==> config.mk <==
export PLATFORM = sky130hd
export DESIGN_NAME = parity_frame_sched
export DESIGN_NICKNAME = d
export VERILOG_FILES = /design/src/rtl/parity_frame_sched.sv
export SDC_FILE = /design/constraint.sdc
export NUM_CORES = 1
export LEC_CHECK = 0
export CAP_MARGIN = 5
export CORE_MARGIN = 5
export CORE_UTILIZATION = 44
export DETAILED_ROUTE_END_ITERATION = 7
export MAX_ROUTING_LAYER = met4
export PLACE_DENSITY = 0.84
export SYNTH_ARGS = -nofsm -noshare
export SYNTH_HDL_FRONTEND = slang
export SYNTH_SLANG_ARGS = --single-unit
export TNS_END_PERCENT = 20
==> constraint.sdc <==
create_clock -name clk -period 2 [get_ports clk]
set_clock_uncertainty 0.15 [all_clocks]
set_input_delay 0.2 -clock clk [delete_from_list [all_inputs] [get_ports clk]]
set_output_delay 0.2 -clock clk [all_outputs]
set_load 0.02 [all_outputs]
==> src/rtl/parity_frame_sched.sv <==
// parity_frame_sched
// Round-robin arbiter for two parallel-word sources in front of a shared
// serial zero/one parity tracker. The granted word is shifted out LSB-first.
// Running parities of zeros and ones are kept for every bit shifted out.
// At frame end the "odd zeros, even ones" verdict goes back to the served source.

module parity_frame_sched #(
  parameter int WIDTH = 7
) (
  input  logic             clk,
  input  logic             reset,
  input  logic [1:0]       req,
  input  logic [WIDTH-1:0] data0,
  input  logic [WIDTH-1:0] data1,
  output logic [1:0]       gnt,
  output logic             busy,
  output logic             ser_valid,
  output logic             ser_bit,
  output logic             zero_par,
  output logic             one_par,
  output logic             done,
  output logic             done_id,
  output logic             result
);

  localparam int CW = $clog2(WIDTH) + 1;

  typedef enum logic [1:0] {
    ST_IDLE   = 2'd0,
    ST_SHIFT  = 2'd1,
    ST_REPORT = 2'd2
  } state_t;

  state_t           state_r;
  state_t           state_s;
  logic             winner_s;
  logic             last_r;
  logic             served_r;
  logic [WIDTH-1:0] shreg_r;
  logic [CW-1:0]    count_r;
  logic             zero_par_r;
  logic             one_par_r;
  logic [1:0]       gnt_r;

  // Fold one serialized bit into the {zero, one} parity pair.
  function automatic logic [1:0] par_update(input logic zp, input logic op, input logic b);
    return {zp ^ ~b, op ^ b};
  endfunction

  // Round-robin pick: on contention the source not served last wins.
  always_comb begin
    winner_s = 1'b0;
    if (req == 2'b11) begin
      winner_s = ~last_r;
    end else if (req == 2'b10) begin
      winner_s = 1'b1;
    end else begin
      winner_s = 1'b0;
    end
  end

  // State register; reset aborts any frame in flight.
  always_ff @(posedge clk) begin
    if (reset) begin
      state_r <= ST_IDLE;
    end else begin
      state_r <= state_s;
    end
  end

  // Next-state logic: IDLE -> SHIFT on any request, WIDTH bits, one REPORT cycle.
  always_comb begin
    state_s = state_r;
    case (state_r)
      ST_IDLE: begin
        if (req != 2'b00) begin
          state_s = ST_SHIFT;
        end else begin
          state_s = ST_IDLE;
        end
      end
      ST_SHIFT: begin
        if (count_r == CW'(WIDTH - 1)) begin
          state_s = ST_REPORT;
        end else begin
          state_s = ST_SHIFT;
        end
      end
      ST_REPORT: state_s = ST_IDLE;
      default:   state_s = ST_IDLE;
    endcase
  end

  // Datapath: capture on the grant edge, shift and accumulate parity in SHIFT.
  always_ff @(posedge clk) begin
    if (reset) begin
      last_r     <= 1'b1;
      served_r   <= 1'b0;
      shreg_r    <= '0;
      count_r    <= '0;
      zero_par_r <= 1'b0;
      one_par_r  <= 1'b0;
      gnt_r      <= 2'b00;
    end else begin
      gnt_r <= 2'b00;
      case (state_r)
        ST_IDLE: begin
          if (req != 2'b00) begin
            shreg_r    <= winner_s ? data1 : data0;
            zero_par_r <= 1'b0;
            one_par_r  <= 1'b0;
            count_r    <= '0;
            last_r     <= winner_s;
            served_r   <= winner_s;
            gnt_r      <= winner_s ? 2'b10 : 2'b01;
          end
        end
        ST_SHIFT: begin
          {zero_par_r, one_par_r} <= par_update(zero_par_r, one_par_r, shreg_r[0]);
          shreg_r <= {1'b0, shreg_r[WIDTH-1:1]};
          count_r <= count_r + CW'(1);
        end
        ST_REPORT: begin
          // Parities hold their final values until the next grant.
        end
        default: begin
        end
      endcase
    end
  end

  // Output decode from registered state and registered datapath only.
  always_comb begin
    gnt       = gnt_r;
    zero_par  = zero_par_r;
    one_par   = one_par_r;
    busy      = 1'b0;
    ser_valid = 1'b0;
    ser_bit   = 1'b0;
    done      = 1'b0;
    done_id   = 1'b0;
    result    = 1'b0;
    case (state_r)
      ST_IDLE: begin
        busy = 1'b0;
      end
      ST_SHIFT: begin
        busy      = 1'b1;
        ser_valid = 1'b1;
        ser_bit   = shreg_r[0];
      end
      ST_REPORT: begin
        busy    = 1'b1;
        done    = 1'b1;
        done_id = served_r;
        result  = zero_par_r & ~one_par_r;
      end
      default: begin
        busy = 1'b0;
      end
    endcase
  end

endmodule

==> results.json <==
{
  "dp_hpwl_mm": 2.049,
  "cts.sinks": 19,
  "final_layout_size_suffix_gt1_frac": 0.1458,
  "status": "completed",
  "grt_pass1_vias": 999,
  "hold_viol": 0,
  "cts_buffers": 3,
  "max_stage_delay_ns": 0.52,
  "fin_cells": 172,
  "synth_cells": 114,
  "setup_viol": 0,
  "drc_errors": 0,
  "drt_first_pass_iters": 7,
  "place.gp.congestion": 0.8353,
  "clockPowerShare": 0.233,
  "ys.flop_type": "dfxtp_1",
  "p_int_mw": 0.6012,
  "synth_edf_count": 0,
  "crit_cells": 6,
  "cp_max_fo": 19,
  "avgSynthCellArea_sq_um": 9.329,
  "dp.cells": 168,
  "netlist_area_sq_um": 1064,
  "fmax_ghz": 0.5300,
  "wl_per_cell_um": 15.07,
  "area_delta_synth_final_pct": 31.18,
  "routed_wl_mm": 2.592,
  "mostFrequentLayoutCells": "clkdlybuf4s50_1 (22), dfxtp_1 (19), inv_1 (9)",
  "layout_commonest_cell": "clkdlybuf4s50_1",
  "drv_slew": 0,
  "slowest_stage": "or4_1",
  "synth_cell_types": 38,
  "final.setup.tns_ns": 0,
  "crit_buf_inv": 2,
  "power_mw": 0.8583,
  "worstSetupStartpointType": "flop",
  "hold_path_depth": 2,
  "cp.required_ns": 2.07,
  "sw_frac_of_total": 0.2996,
  "p_seq_frac": 0.496,
  "endpoint_kind": "flop",
  "die_x_um": 59.17,
  "num_vias": 969,
  "die_h_um": 59.17,
  "cts.clk_slew.worst_paths_ns": 0.12,
  "p_comb_frac": 0.272,
  "cts_buffer_depth": 2,
  "core-area_sq_um": 2255,
  "criticalPathCategory": "flop to flop",
  "post-route-period-util": 0.9434,
  "power_switching_mw": 0.2571,
  "initialDrtViolationCount": 20,
  "worstMarginPinSlew_ns": 0.4756,
  "cp.arrival_ns": 1.96,
  "hold_path.class": "flop to flop",
  "ir_drop_mv": 0.4089,
  "yosysWarnings": 0,
  "insertion_delay_ns": 0.30,
  "cap_violations": 0,
  "rsz0062_at_grt": "false",
  "syn-num-nets": 137,
  "maxSlewHeadroom": 0.6796,
  "fin_crit_ns": 1.887,
  "final_nets": 168,
  "globalRouteTotalUtil": 0.1595,
  "grt.overflow.total": 0,
  "io_pins": 28,
  "port_buffers": 27,
  "post_drt_via_cell_ratio": 5.634,
  "cts.htree.levels": 1,
  "antenna_found_initial": 0,
  "reg2reg_depth": 6,
  "antennaDiodeCount": 0,
  "async_flop_share": 0,
  "grt_pass1_wl_mm": 4.243,
  "r2r_setup_slack_ns": 0.11,
  "grt_max_degree": 20,
  "synth-seq-cells": 19,
  "cts_setup_buffers": 0,
  "power_leakage_nw": 0.5644,
  "path_cells": "inv_1 > ha_2 > nor3b_2 > buf_4 > or4_1 > o32ai_1",
  "die_area_sq_um": 3501,
  "cp_top_family": "simple AND/OR/NAND/NOR gates",
  "cts_tree": "yes",
  "fin_area_sq_um": 1395,
  "power.density_nw_per_um2": 615.2,
  "placementRows": 17,
  "pre_cts_slack_ns": 0.03970,
  "ys_seq_area_frac": 0.3576,
  "initial_utilization": 0.4717,
  "cts_root_buffer": "clkbuf_4",
  "place_area_sq_um": 1364,
  "ant_nets": 0,
  "worst_slack_ns": 0.1132
}
-- area by class of cell --
cell class / instances / area [sq um]
tap: 28 / 35.03
clock inverter: 1 / 5.005
sequential: 19 / 380.4
inverter: 10 / 37.54
multi-input combinational: 77 / 578.1
timing repair buffer: 34 / 336.6
clock buffer: 3 / 22.52
fill: 217 / 859.6
-- tightest hold or removal path: stages, from the launching register on --
cell     delay (ns)
dfxtp_1        0.32
nand2_1        0.06
a21oi_1        0.07
-- cells by family (layout without fill, tap and decap cells) --
logic type / Yosys count / count (layout) / share of synthesized area
AND/OR/NAND/NOR: 36 / 36 / 0.2141
flip-flops: 19 / 19 / 0.3576
adder cells (fa/ha/maj): 5 / 5 / 0.05882
AO/OA/AOI/OAI: 34 / 34 / 0.2494
buffers and inverters: 18 / 48 / 0.1012
multiplexers: 2 / 2 / 0.01882
-- synth_stat cells, drive strengths merged, types with 2 or more instances --
cell / count / area, sq um
inv: 10 / 37.53
o32ai: 6 / 52.55
or3b: 2 / 17.52
buf: 7 / 61.30
dfxtp: 19 / 380.4
nor3b: 2 / 20.02
mux2i: 2 / 20.02
a21oi: 8 / 43.79
nand3: 2 / 10.01
o31ai: 4 / 30.03
nand2: 6 / 22.52
or4: 5 / 37.54
nor2: 5 / 21.27
a2111o: 4 / 45.04
ha: 5 / 62.56
and2: 7 / 50.05
o21ai: 3 / 15.01
a221oi: 5 / 43.79
-- power groups by stage --
stage | Clock, mW | Combinational, mW | Sequential, mW
after detailed placement | 0 | 0.233 | 0.434
after global placement | 0 | 0.226 | 0.432
after CTS | 0.201 | 0.233 | 0.425
final | 0.200 | 0.233 | 0.425
after global routing | 0.218 | 0.254 | 0.430
after floorplan | 0 | 0.138 | 0.437
-- final timing paths --
kind | startpoint | endpoint
setup / recovery | state_r[0]$_SDFF_PP0_ | shreg_r[3]$_SDFFE_PP0P_
hold / removal | served_r$_SDFFE_PP0N_ | served_r$_SDFFE_PP0N_
setup reg to reg | state_r[0]$_SDFF_PP0_ | shreg_r[3]$_SDFFE_PP0P_
hold reg to reg | served_r$_SDFFE_PP0N_ | served_r$_SDFFE_PP0N_
-- sequential cells by signal (all words and copies together), names as in the netlist --
signal	flops
served_r	1
state_r	2
gnt	2
last_r	1
count_r	4
zero_par	1
one_par	1
shreg_r	7
-- layer usage --
layer | up-vias | global-route usage | wire, um
met1 | 450 | 0.1761 | 1106
li1 | 491 | - | -
met5 | - | - | 0
met4 | 0 | 0.05178 | 25
met3 | 6 | 0.03486 | 105
met2 | 22 | 0.2823 | 1355
-- per-stage QoR --
stage / util / hold WS [ns]
floorplan: - / 0.2202
global placement: 0.6049 / 0.2919
detailed placement: 0.6049 / 0.3238
CTS: 0.6154 / 0.3396
global route: 0.6188 / 0.3612
finish: 0.6188 / 0.3295
-- timing repair --
item,CTS,global route
setup endpoints to repair,3,5
hold buffers,0,0
endpoints found under the hold margin,0,0
gates resized for setup,3,3
Note: power is estimated with default switching activity, not from simulation.
